**config.mk**
```make
export PLATFORM = sky130hd
export DESIGN_NAME = mul_div_unit
export DESIGN_NICKNAME = d
export VERILOG_FILES = /design/src/rtl/mdu_pkg.sv /design/src/rtl/mdu_step.sv /design/src/rtl/mul_div_unit.sv
export SDC_FILE = /design/constraint.sdc
export NUM_CORES = 1
export LEC_CHECK = 0
export ABC_CLOCK_PERIOD_IN_PS = 3250
export BUFFER_PORTS_ARGS = -buffer_cell sky130_fd_sc_hd__buf_2
export CORE_ASPECT_RATIO = 0.8
export CORE_MARGIN = 2
export CORE_UTILIZATION = 50
export CTS_CLUSTER_SIZE = 14
export DETAILED_ROUTE_END_ITERATION = 16
export GPL_TIMING_DRIVEN = 1
export PLACE_DENSITY = 0.82
export RECOVER_POWER = 25
export SYNTH_ARGS = -nofsm -noshare
export SYNTH_HDL_FRONTEND = slang
export SYNTH_SLANG_ARGS = --single-unit
export TNS_END_PERCENT = 10
```
**constraint.sdc**
```tcl
create_clock -name Clock -period 3.25 [get_ports Clock]
set_clock_uncertainty 0.15 [all_clocks]
set_input_delay 0.325 -clock Clock [delete_from_list [all_inputs] [get_ports Clock]]
set_output_delay 0.325 -clock Clock [all_outputs]
set_load 0.005 [all_outputs]
```
**src/rtl/mdu_pkg.sv**
```systemverilog
// Shared definitions for the iterative multiply/divide unit: op and state encodings,
// default operand and register-address widths.
package mdu_pkg;

  localparam int unsigned DEFAULT_WIDTH = 32;
  localparam int unsigned DEFAULT_AW    = 5;

  typedef enum logic [1:0] {
    OP_MUL  = 2'b00,
    OP_MULH = 2'b01,
    OP_DIV  = 2'b10,
    OP_REM  = 2'b11
  } op_e;

  typedef enum logic [1:0] {
    IDLE = 2'b00,
    RUN  = 2'b01,
    DONE = 2'b10
  } state_e;

endpackage

```
**src/rtl/mdu_step.sv**
```systemverilog
// One iteration of the mul/div datapath: shift-add for multiply, restoring
// compare-subtract-shift for divide. Purely combinational.
module mdu_step #(
  parameter int unsigned WIDTH = 32
) (
  input  logic             is_div,
  input  logic [WIDTH-1:0] hi,
  input  logic [WIDTH-1:0] lo,
  input  logic [WIDTH-1:0] b,
  output logic [WIDTH-1:0] hi_next,
  output logic [WIDTH-1:0] lo_next
);

  logic [WIDTH:0] sum;
  logic [WIDTH:0] diff;

  always_comb begin
    sum     = '0;
    diff    = '0;
    hi_next = hi;
    lo_next = lo;
    if (!is_div) begin
      // hi:lo holds partial product over remaining multiplier bits
      sum                = {1'b0, hi} + (lo[0] ? {1'b0, b} : '0);
      {hi_next, lo_next} = {sum, lo[WIDTH-1:1]};
    end else begin
      // hi is the partial remainder, lo shifts dividend out and quotient in
      diff = {hi, lo[WIDTH-1]} - {1'b0, b};
      if (!diff[WIDTH]) begin
        hi_next = diff[WIDTH-1:0];
        lo_next = {lo[WIDTH-2:0], 1'b1};
      end else begin
        hi_next = {hi[WIDTH-2:0], lo[WIDTH-1]};
        lo_next = {lo[WIDTH-2:0], 1'b0};
      end
    end
  end

endmodule

```
**src/rtl/mul_div_unit.sv**
```systemverilog
// Iterative MUL/MULH/DIV/REM unit with a one-cycle register-bank write port.
// Define MDU_SIGNED_EN to add the Signed port and two's-complement operation.
module mul_div_unit
  import mdu_pkg::*;
#(
  parameter int unsigned WIDTH = DEFAULT_WIDTH,
  parameter int unsigned AW    = DEFAULT_AW
) (
  input  logic             Clock,
  input  logic             Reset,
  input  logic             Start,
  input  logic [1:0]       Op,
  input  logic [WIDTH-1:0] OperandA,
  input  logic [WIDTH-1:0] OperandB,
  input  logic [AW-1:0]    DestAddr,
`ifdef MDU_SIGNED_EN
  input  logic             Signed,
`endif
  output logic             Busy,
  output logic             Done,
  output logic             WbWrite,
  output logic [AW-1:0]    WbAddr,
  output logic [WIDTH-1:0] WbData
);

  localparam int unsigned CW = (WIDTH > 1) ? $clog2(WIDTH) : 1;

  state_e           state_q;
  op_e              op_q;
  logic [WIDTH-1:0] hi_q, lo_q, b_q;
  logic [CW-1:0]    cnt_q;
  logic [AW-1:0]    addr_q, wb_addr_q;
  logic [WIDTH-1:0] wb_data_q;
  logic             busy_q, done_q;
  logic             bzero_q, neg_q, rem_neg_q;

  logic             sign_a, sign_b;
  logic [WIDTH-1:0] mag_a, mag_b;
  logic [WIDTH-1:0] hi_n, lo_n;
  logic [2*WIDTH-1:0] prod;
  logic [WIDTH-1:0] quo, rem, result_c;

`ifdef MDU_SIGNED_EN
  assign sign_a = Signed & OperandA[WIDTH-1];
  assign sign_b = Signed & OperandB[WIDTH-1];
`else
  assign sign_a = 1'b0;
  assign sign_b = 1'b0;
`endif

  assign mag_a = sign_a ? -OperandA : OperandA;
  assign mag_b = sign_b ? -OperandB : OperandB;

  mdu_step #(
    .WIDTH (WIDTH)
  ) u_step (
    .is_div  (op_q[1]),
    .hi      (hi_q),
    .lo      (lo_q),
    .b       (b_q),
    .hi_next (hi_n),
    .lo_next (lo_n)
  );

  // Result of the final step with signs restored; registered on entry to DONE.
  always_comb begin
    prod = {hi_n, lo_n};
    if (neg_q) prod = -prod;
    quo = lo_n;
    if (bzero_q)    quo = '1;
    else if (neg_q) quo = -lo_n;
    rem = rem_neg_q ? -hi_n : hi_n;
    result_c = '0;
    unique case (op_q)
      OP_MUL:  result_c = prod[WIDTH-1:0];
      OP_MULH: result_c = prod[2*WIDTH-1:WIDTH];
      OP_DIV:  result_c = quo;
      OP_REM:  result_c = rem;
      default: result_c = '0;
    endcase
  end

  always_ff @(posedge Clock) begin
    if (Reset) begin
      state_q   <= IDLE;
      op_q      <= OP_MUL;
      hi_q      <= '0;
      lo_q      <= '0;
      b_q       <= '0;
      cnt_q     <= '0;
      addr_q    <= '0;
      wb_addr_q <= '0;
      wb_data_q <= '0;
      busy_q    <= 1'b0;
      done_q    <= 1'b0;
      bzero_q   <= 1'b0;
      neg_q     <= 1'b0;
      rem_neg_q <= 1'b0;
    end else begin
      unique case (state_q)
        IDLE: begin
          done_q <= 1'b0;
          if (Start) begin
            op_q      <= op_e'(Op);
            hi_q      <= '0;
            lo_q      <= mag_a;
            b_q       <= mag_b;
            addr_q    <= DestAddr;
            bzero_q   <= (OperandB == '0);
            neg_q     <= sign_a ^ sign_b;
            rem_neg_q <= sign_a;
            cnt_q     <= '0;
            busy_q    <= 1'b1;
            state_q   <= RUN;
          end
        end
        RUN: begin
          hi_q  <= hi_n;
          lo_q  <= lo_n;
          cnt_q <= cnt_q + 1'b1;
          if (cnt_q == CW'(WIDTH - 1)) begin
            wb_data_q <= result_c;
            wb_addr_q <= addr_q;
            done_q    <= 1'b1;
            state_q   <= DONE;
          end
        end
        DONE: begin
          done_q  <= 1'b0;
          busy_q  <= 1'b0;
          state_q <= IDLE;
        end
        default: state_q <= IDLE;
      endcase
    end
  end

  assign Busy    = busy_q;
  assign Done    = done_q;
  assign WbWrite = done_q;
  assign WbAddr  = wb_addr_q;
  assign WbData  = wb_data_q;

endmodule

```
# Word-level counts from Yosys, hierarchy flattened

Index checks and enable logic that the tools add are counted.

Register bits: 150
Input bits: 74
Output and inout port bits: 40
Word-level logic and storage cells: 57

$add $sub $neg: 3
Equality and inequality tests: 8
Multiplexer cells: 20
Reduce and logical (&&, ||, !) cells: 14

Operators by type and width:

| cell                | number |
|---|---|
| $mux 32             | 7 |
| $pmux 32 s2         | 2 |
| $pmux 32 s3         | 1 |
| $add 32x33->33      | 1 |
| $sub 33x32->33      | 1 |
| $logic_not 32->1    | 1 |
| $reduce_and 2->1    | 6 |
| $pmux 5 s2          | 1 |
| $eq 2x2->1 const B  | 3 |
| $reduce_bool 2->1   | 3 |
| $add 5x1->5 const B | 1 |
| $eq 5x5->1 const B  | 1 |
| $mux 5              | 1 |
| $eq 2x1->1 const B  | 2 |
| $logic_not 2->1     | 2 |
| $mux 2              | 2 |
| $ne 2x2->1 const B  | 2 |
| $pmux 1 s2          | 2 |
| $pmux 2 s2          | 1 |
| $reduce_or 2->1     | 2 |
| $mux 1              | 3 |

# Logic depth before layout (Yosys ltp)

Gate-level depths: netlist of the first run.

Depth in word-level cells: 5
Mapped depth: 14
Depth with buffers taken out: 13

# By module

Synthesis of the first run repeated with hierarchy kept, for this count alone.

Cells, all modules: 1,396
Area total of the unflattened synthesis: 10,533.9 µm²

Modules (own cells, without submodules):

| module       | instances | cells an instance | area each (µm²) | seq. area each (µm²) |
|---|---|---|---|---|
| mul_div_unit | 1         | 720               | 5,855.6         | 3,002.9 |
| mdu_step     | 1         | 676               | 4,678.2         | 0.0 |

# Worst setup path after synthesis of the first run

Ideal clock, no wire load.

Path kind: register to register
From: register lo_q[0]
To: register hi_q[29]
Setup time: 122 ps
Arrival time: 2,930 ps
Data required time: 2,978 ps
Slack: 48 ps
Cell stages (with the launch flop): 14
Buffers on the path: 2
Clock period less this slack: 3,202 ps
Cell sequence: dfxtp_1 > clkbuf_1 > and2_1 > ha_1 > buf_2 > a211oi_1 > nor2_1 > or4_1 > a41oi_1 > inv_1 > a32o_1 > or3_1 > a32oi_1 > o21ai_1

Cells in the longest elaborated chain, start to end: 4

Ends and longest elaborated chain:

| item                   | RTL line            | source |
|---|---|---|
| start, declared        | mul_div_unit.sv:30  | `logic [WIDTH-1:0] hi_q, lo_q, b_q;` |
| start signal, assigned | mul_div_unit.sv:106 | `lo_q <= mag_a;` |
| start signal, assigned | mul_div_unit.sv:119 | `lo_q <= lo_n;` |
| $mux 32                | mdu_step.sv:24      | `sum = {1'b0, hi} + (lo[0] ? {1'b0, b} : '0);` |
| $add 32x33->33         | mdu_step.sv:24      |  |
| $mux 32                | mdu_step.sv:22      | `if (!is_div) begin` |
| $pmux 32 s2            | mul_div_unit.sv:100 | `unique case (state_q)` |
| end signal, assigned   | mul_div_unit.sv:118 | `hi_q <= hi_n;` |
| end, declared          | mul_div_unit.sv:30  |  |

No other way between the ends.
A chain may end at the register's enable or synchronous reset.

# Worst setup path in the final report of the first run

From: register lo_q[31]
To: register hi_q[2]

Cells in the longest elaborated chain, start to end: 4

Ends and longest elaborated chain:

| item           | RTL line            | source |
|---|---|---|
| $sub 33x32->33 | mdu_step.sv:28      | `diff = {hi, lo[WIDTH-1]} - {1'b0, b};` |
| $mux 32        | mdu_step.sv:29      | `if (!diff[WIDTH]) begin` |
| $mux 32        | mdu_step.sv:22      |  |
| $pmux 32 s2    | mul_div_unit.sv:100 |  |

No other way between the ends.

==> results.py, run 1 <==
metrics = {
    "run_status": {
        "status": "finished with violations",
        "violations": "setup timing",
    },
    "floorplanning": {
        "core_area_mm2": 0.0223,
        "fp.dieH_um": 138,
        "die_w_um": 172,
        "ios": 114,
        "die-area_mm2": 0.0238,
        "start_util": 0.505,
        "rows": 49,
    },
    "yosys": {
        "synth_area_leaders": "dfxtp_1 27%, ha_1 7.3%, a21oi_1 6.6%",
        "synth_seq_cells": 150,
        "synth_edf_count": 0,
        "yosys_warnings": 0,
        "async_flop_share": 0,
        "ys_types": 86,
        "synth.top_cell.area_share": 0.267,
        "synth_cells": 1512,
        "syn_nets": 1654,
        "synth_largest_area_cell": "dfxtp_1",
        "yosysSeqAreaShare": 0.267,
        "synth_area_per_cell_um2": 7.45,
        "synth_ff_type": "dfxtp_1",
        "synth_area_mm2": 0.0113,
    },
    "sta": {
        "period_share": 1.00,
        "worst_pin_slew_ns": 1.25,
        "hold_violations": 0,
        "setup_tns_ns": -0.0168,
        "finalWorstSetupSlack_ns": -0.0133,
        "relSlewSlack": 0.160,
        "grt_setup_unrepaired": "true",
        "setup_violations": 2,
        "fmax_mhz": 306,
        "final-max-slew-violation-count": 0,
        "period_minus_slack_ns": 3.26,
    },
    "placed_design": {
        "gp_congestion": 1.05,
        "dp_hpwl_um": 31300,
        "pre_cts_slack_ns": -0.309,
        "port_buffers": 113,
        "placed_cells_incl_taps": 2028,
    },
    "global_routing": {
        "grt_pass1_wl_um": 66900,
        "track_usage": 0.357,
        "antenna_found_initial": 0,
        "grt_pass1_vias": 12600,
        "grt_max_degree": 55,
        "overflow": 0,
    },
    "critical_path": {
        "rr_worst_depth": 14,
        "worstSetupStartpointType": "register",
        "rr_startpoint": "lo_q[31]$_SDFFE_PP0P_",
        "worst-path-max-fanout": 6,
        "critical_path_required_ns": 3.44,
        "worstReg2RegEnd": "hi_q[2]$_SDFFE_PP0P_",
        "crit_type": "reg -> reg",
        "critical_path.endpoint_type": "register",
        "cp.arrival_ns": 3.45,
        "regToRegSetupSlack_ns": -0.01,
    },
    "hold_path": {
        "hold_class": "in -> reg",
        "min_path_cells": 3,
        "hold_end": "lo_q[9]$_SDFFE_PP0P_",
        "hp-start": "OperandA[9]",
    },
    "detailed_routing": {
        "first_iter_violations": 1810,
        "routed_via_density": 6.27,
        "routed_wl_um": 44200,
        "drc": 0,
        "antenna_left": 0,
        "met1_length_um": 17500,
        "route.met3.wl_um": 4340,
        "wl_per_cell_um": 20.7,
        "top_layer_used": "met4",
        "vias": 13400,
        "firstDrtPassIters": 7,
        "route.met2.wl_um": 20200,
    },
    "cts": {
        "cts_buffers": 17,
        "cts-root-buf": "clkbuf_16",
        "clock_path_buffers": 2,
        "cts_sinks": 150,
        "insertion_delay_ns": 0.45,
        "clk_pin_slew_worst_paths_ns": 0.07,
        "htree_levels": 4,
        "cts_tree": "done",
    },
    "cells_and_area": {
        "multi_input_area_mm2": 0.00834,
        "post-route-util": 0.688,
        "syn_to_final_growth_pct": 36.2,
        "final_cells": 2133,
        "layout.area.seq_mm2": 0.00302,
        "antenna_cells": 0,
        "drive_gt1_frac": 0.255,
        "nFillCells": 1786,
        "nNetsFinal": 1956,
    },
    "power": {
        "total_power_w": 0.00588,
        "ir_worst_vdd_mv": 0.370,
        "pwr_density_cell_mw_per_mm2": 383,
        "power_leakage_nw": 6.27,
    },
    "run": {
        "maxCapViolations": 0,
    },
}
final cells by class:
cell class,instances,share of cell area
Multi-Input combinational cell,1210,0.544
Timing Repair Buffer,377,0.181
Sequential cell,150,0.197
Inverter,58,0.0142
Tap cell,306,0.0250
Clock inverter,13,0.0111
Clock buffer,19,0.0282
flip-flops by register name, indices dropped and copies added (netlist names):
| register | flops |
|---|---|
| Busy | 1 |
| Done | 1 |
| WbAddr | 5 |
| WbData | 32 |
| addr_q | 5 |
| b_q | 32 |
| bzero_q | 1 |
| cnt_q | 5 |
| hi_q | 32 |
| lo_q | 32 |
| op_q | 2 |
| state_q | 2 |
kinds of logic (layout without fill, tap and decap cells):
group / Yosys count / after routing / synth area share
simple gates: 559 / 560 / 0.235
mux: 66 / 66 / 0.0599
compound gates: 470 / 470 / 0.271
xor+xnor: 46 / 46 / 0.0358
flops: 150 / 150 / 0.267
fa+ha+maj: 68 / 68 / 0.0769
buf+inv: 153 / 467 / 0.0546
what timing repair did:
action,4_1_cts,5_1_grt
endpoints found under the hold margin,59,0
endpoints found under the setup margin,62,62
hold buffers,59,0
gates cloned,1,1
gates resized for setup,41,105
pin swaps,15,53
setup buffers,1,11
critical path, cell delays in order, from the launching register on:
cell      delay (ns)
dfxtp_2         0.35
inv_2           0.05
ha_4            0.16
buf_4           0.13
fa_2            0.36
nand2b_4        0.16
a21oi_4         0.21
o211a_4         0.23
o21ai_4         0.08
and3_4          0.23
nor2_8          0.22
buf_12          0.18
mux2i_1         0.20
nand2_1         0.12
a311oi_1        0.33
synth_stat cells, types with 5 or more instances:
master / n
nor3_1: 32
ha_1: 66
or3_1: 9
o21bai_1: 8
a21o_1: 24
nand3_1: 28
or2_2: 5
nand4_1: 12
a211oi_1: 24
dfxtp_1: 150
xor2_1: 17
and3_1: 10
a221oi_1: 34
nor4_1: 15
and2_1: 39
nand2b_1: 18
buf_1: 8
mux2_2: 11
a21oi_1: 149
o21a_1: 10
nand2_1: 174
a31oi_1: 20
mux2i_1: 55
o21ai_0: 80
buf_2: 8
nand3b_1: 8
nor2b_1: 9
a22oi_1: 24
o211ai_1: 17
o22ai_1: 13
xnor2_1: 29
clkbuf_1: 75
a211o_1: 11
nor2_1: 174
nor3b_1: 6
inv_1: 57
a311oi_1: 8
per-layer routing:
layer,track usage,up-vias
li1,-,6102
met1,0.465,6229
met2,0.563,882
met3,0.0756,162
met4,0.172,0
met5,0,-
power by group:
| group | internal (W) | total [W] | switching [W] | leakage, nW |
|---|---|---|---|---|
| registers | 0.00191 | 0.00201 | 0.000100 | 1.23 |
| clock network | 0.00122 | 0.00211 | 0.000891 | 0.285 |
| logic | 0.000781 | 0.00176 | 0.000977 | 4.76 |
| total | 0.00391 | 0.00588 | 0.00197 | 6.27 |
worst max path at each step:
stage                                      from                      end  slack, ns
after detailed placement  lo_q[31]$_SDFFE_PP0P_  WbData[21]$_SDFFE_PP0P_      -0.31
after CTS                  lo_q[0]$_SDFFE_PP0P_  WbData[30]$_SDFFE_PP0P_      -0.06
final                     lo_q[31]$_SDFFE_PP0P_     hi_q[2]$_SDFFE_PP0P_      -0.01
after floorplan            lo_q[0]$_SDFFE_PP0P_    hi_q[29]$_SDFFE_PP0P_       0.05
after global routing       lo_q[0]$_SDFFE_PP0P_    hi_q[29]$_SDFFE_PP0P_      -0.10
after global placement    lo_q[31]$_SDFFE_PP0P_  WbData[21]$_SDFFE_PP0P_      -0.24
placed cells by master (no fill, tap or decap), types with 12 or more instances in the layout:
master and instances:
a211oi_1 20, a21o_1 24, a21oi_1 134, a21oi_2 18, a221oi_1 33, a22oi_1 23, a31oi_1 15, and2_1 36
buf_2 85, buf_4 193, clkbuf_1 29, clkbuf_16 18, dfxtp_1 139, dlygate4sd3_1 59, ha_1 48, ha_4 15
inv_1 55, mux2i_1 50, nand2_1 174, nand2b_1 16, nand3_1 25, nand4_1 12, nor2_1 171, nor3_1 29
nor4_1 12, o211ai_1 17, o21ai_0 67, o22ai_1 13, xnor2_1 29, xor2_1 17
per-stage QoR:
step | hold WS, ns | cell area (um2)
after floorplan | 0.279 | 11300
after global placement | 0.286 | 13300
after detailed placement | 0.295 | 13300
after CTS | 0.00230 | 14700
after global routing | 0.00848 | 15300
final | 0.00565 | 15300
No activity file was read; power rests on OpenSTA's default activity.
==> run 2, diff against run 1 <==
--- a/config.mk
+++ b/config.mk
@@ -15,6 +15,7 @@
 export GPL_TIMING_DRIVEN = 1
 export PLACE_DENSITY = 0.82
 export RECOVER_POWER = 25
+export SETUP_SLACK_MARGIN = 0.1
 export SYNTH_ARGS = -nofsm -noshare
 export SYNTH_HDL_FRONTEND = slang
 export SYNTH_SLANG_ARGS = --single-unit
==> run 2 against run 1 <==
  * Worst setup slack got worse by 0.0080 ns
  * The run ends with hold timing, capacitance limit, slew limit, setup timing left
  * Fmax shrank 0.24%
  * Routed wire length is 4.1% higher
  * Clock-buffer cell count increased by 1
==> results.py, run 2 (synthesis gave the netlist of run 1 again) <==
metrics = {
    "global_routing": {
        "grt_max_degree": 80,
        "met2_usage": 0.568,
        "track_usage": 0.361,
        "grt_pass1_wl_um": 67700,
        "overflow": 0,
        "met3_usage": 0.0693,
        "use_met1": 0.468,
        "gr-max-usage-layer": "met2",
        "grt_pass1_vias": 12800,
        "antenna_found_initial": 0,
    },
    "detailed_routing": {
        "vias": 13900,
        "drc": 0,
        "firstDrtPassIters": 6,
        "routed_wl_um": 46000,
        "antenna_left": 0,
        "routed_via_density": 6.44,
        "wl_per_cell_um": 21.2,
        "first_iter_violations": 2203,
    },
    "sta": {
        "finalWorstSetupSlack_ns": -0.0213,
        "final-max-slew-violation-count": 80,
        "worst_pin_slew_ns": 1.85,
        "grt_setup_unrepaired": "true",
        "hold_violations": 1,
        "finalHoldWorstSlack_ns": -0.000776,
        "period_minus_slack_ns": 3.27,
        "fmax_mhz": 306,
        "relSlewSlack": -0.234,
        "period_share": 1.01,
        "setup_violations": 2,
    },
    "cells_and_area": {
        "final_cell_mix": "215 x buf_4, 172 x nand2_1, 171 x nor2_1",
        "nNetsFinal": 1991,
        "antenna_cells": 0,
        "drive_gt1_frac": 0.290,
        "syn_to_final_growth_pct": 41.5,
        "mostFrequentLayoutCell": "buf_4",
        "nFillCells": 1639,
        "final_cells": 2166,
    },
    "critical_path": {
        "cp_top_family": "compound AO/OA/AOI/OAI gates",
        "worstSetupStartpointType": "register",
        "timing.critical_path.mode_cell": "buf_4",
        "worstReg2RegEnd": "WbData[11]$_SDFFE_PP0P_",
        "regToRegSetupSlack_ns": -0.02,
        "rr_worst_depth": 15,
        "path_buf_inv": 4,
        "critical_path.endpoint_type": "register",
        "crit_type": "reg -> reg",
        "slowest_stage": "dfxtp_4",
        "cpPeakStageDelay_ns": 0.36,
        "path_cells": "buf_12 > and2_1 > ha_4 > buf_4 > o21a_1 > o21ai_2 > a31oi_2 > buf_4 > buf_4 > a31o_2 > a21oi_2 > xnor2_1 > mux2_2 > a22oi_2 > a21oi_2",
        "critical_path_required_ns": 3.34,
        "rr_startpoint": "lo_q[0]$_SDFFE_PP0P_",
        "worst-path-max-fanout": 13,
        "cp.arrival_ns": 3.37,
    },
    "placed_design": {
        "port_buffers": 113,
        "gp_congestion": 0.953,
        "placed_cells_incl_taps": 2043,
        "dp_hpwl_um": 30800,
    },
    "run_status": {
        "violations": "hold timing, capacitance limit, slew limit, setup timing",
        "status": "finished with violations",
    },
    "cts": {
        "cts_buffers": 17,
        "cts-root-buf": "clkbuf_16",
        "clock_path_buffers": 2,
        "htree_levels": 4,
        "clk_pin_slew_worst_paths_ns": 0.07,
        "cts_tree": "done",
        "insertion_delay_ns": 0.45,
        "cts_sinks": 150,
    },
    "power": {
        "power_leakage_nw": 6.48,
        "ir_worst_vdd_mv": 0.338,
        "pwr_density_cell_mw_per_mm2": 372,
    },
    "floorplanning": {
        "fp.dieH_um": 138,
        "die-area_mm2": 0.0238,
        "start_util": 0.505,
        "rows": 49,
        "die_w_um": 172,
        "ios": 114,
        "core_area_mm2": 0.0223,
    },
    "hold_path": {
        "hold_class": "in -> reg",
        "hp-start": "OperandB[15]",
        "min_path_cells": 3,
        "hold_end": "b_q[15]$_SDFFE_PP0P_",
    },
    "run": {
        "maxCapViolations": 1,
    },
}
-- run 2: cell count changes in the layout (fill, tap and decap cells not counted), sizes merged --
| cell | before | now |
|---|---|---|
| clkinvlp | 3 | 2 |
| clkbuf | 47 | 53 |
| inv | 62 | 59 |
| bufinv | 3 | 2 |
| dlygate4sd3 | 59 | 63 |
| clkinv | 3 | 5 |
| buf | 290 | 317 |
| nor2 | 176 | 175 |
-- run 2: worst max path at each step --
stage	cells after the start	slack, ns	to	startpoint
after floorplan	13	0.06	WbData[17]$_SDFFE_PP0P_	lo_q[0]$_SDFFE_PP0P_
after global placement	14	-0.23	hi_q[2]$_SDFFE_PP0P_	lo_q[31]$_SDFFE_PP0P_
after detailed placement	14	-0.30	hi_q[2]$_SDFFE_PP0P_	lo_q[31]$_SDFFE_PP0P_
after CTS	14	0.06	hi_q[23]$_SDFFE_PP0P_	lo_q[0]$_SDFFE_PP0P_
after global routing	15	-0.09	WbData[11]$_SDFFE_PP0P_	lo_q[0]$_SDFFE_PP0P_
final	15	-0.02	WbData[11]$_SDFFE_PP0P_	lo_q[0]$_SDFFE_PP0P_
-- run 2: report_power, final --
part           total (W)  switching [W]  internal (W)
registers        0.00201       0.000101       0.00191
clock network    0.00205       0.000880       0.00117
logic            0.00186        0.00103      0.000836
total            0.00592        0.00201       0.00392
-- run 2: worst register-to-register path: stages (launching register included) --
cell and delay, ns:
dfxtp_4 0.36, buf_12 0.14, and2_1 0.18, ha_4 0.23
buf_4 0.15, o21a_1 0.18, o21ai_2 0.13, a31oi_2 0.06
buf_4 0.17, buf_4 0.14, a31o_2 0.26, a21oi_2 0.17
xnor2_1 0.13, mux2_2 0.30, a22oi_2 0.22, a21oi_2 0.10
-- run 2: layout make-up --
cell class	instances	area, um2	area share
flip-flops and latches	150	3040	0.191
well taps	306	383	0.0240
repair buffers	413	3070	0.192
inverters	58	220	0.0138
clock inverters	10	124	0.00777
multi-input cells	1209	8650	0.543
clock buffers	20	457	0.0286
-- run 2: layer usage --
metal	share of wire	vias up
li1	-	6172
met1	0.38	6468
met2	0.44	1028
met3	0.10	278
met4	0.069	0
met5	0	-
-- run 2: stage by stage --
| stage | total power (W) | area [um2] | setup WS, ns | utilization | TNS (ns) |
|---|---|---|---|---|---|
| floorplan | 0.00292 | 11300 | 0.0561 | - | 0 |
| global placement | 0.00348 | 13400 | -0.229 | 0.601 | -4.50 |
| detailed placement | 0.00350 | 13400 | -0.302 | 0.601 | -6.74 |
| CTS | 0.00566 | 15100 | 0.0598 | 0.675 | 0 |
| global route | 0.00609 | 15900 | -0.0892 | 0.714 | -1.06 |
| finish | 0.00592 | 15900 | -0.0213 | 0.714 | -0.0284 |
-- run 2: timing repair --
item	in CTS	in global routing
hold buffers	63	0
buffers inserted	11	19
pin swaps	28	73
gates resized for setup	74	154
hold endpoints to repair	63	0
setup endpoints to repair	65	59
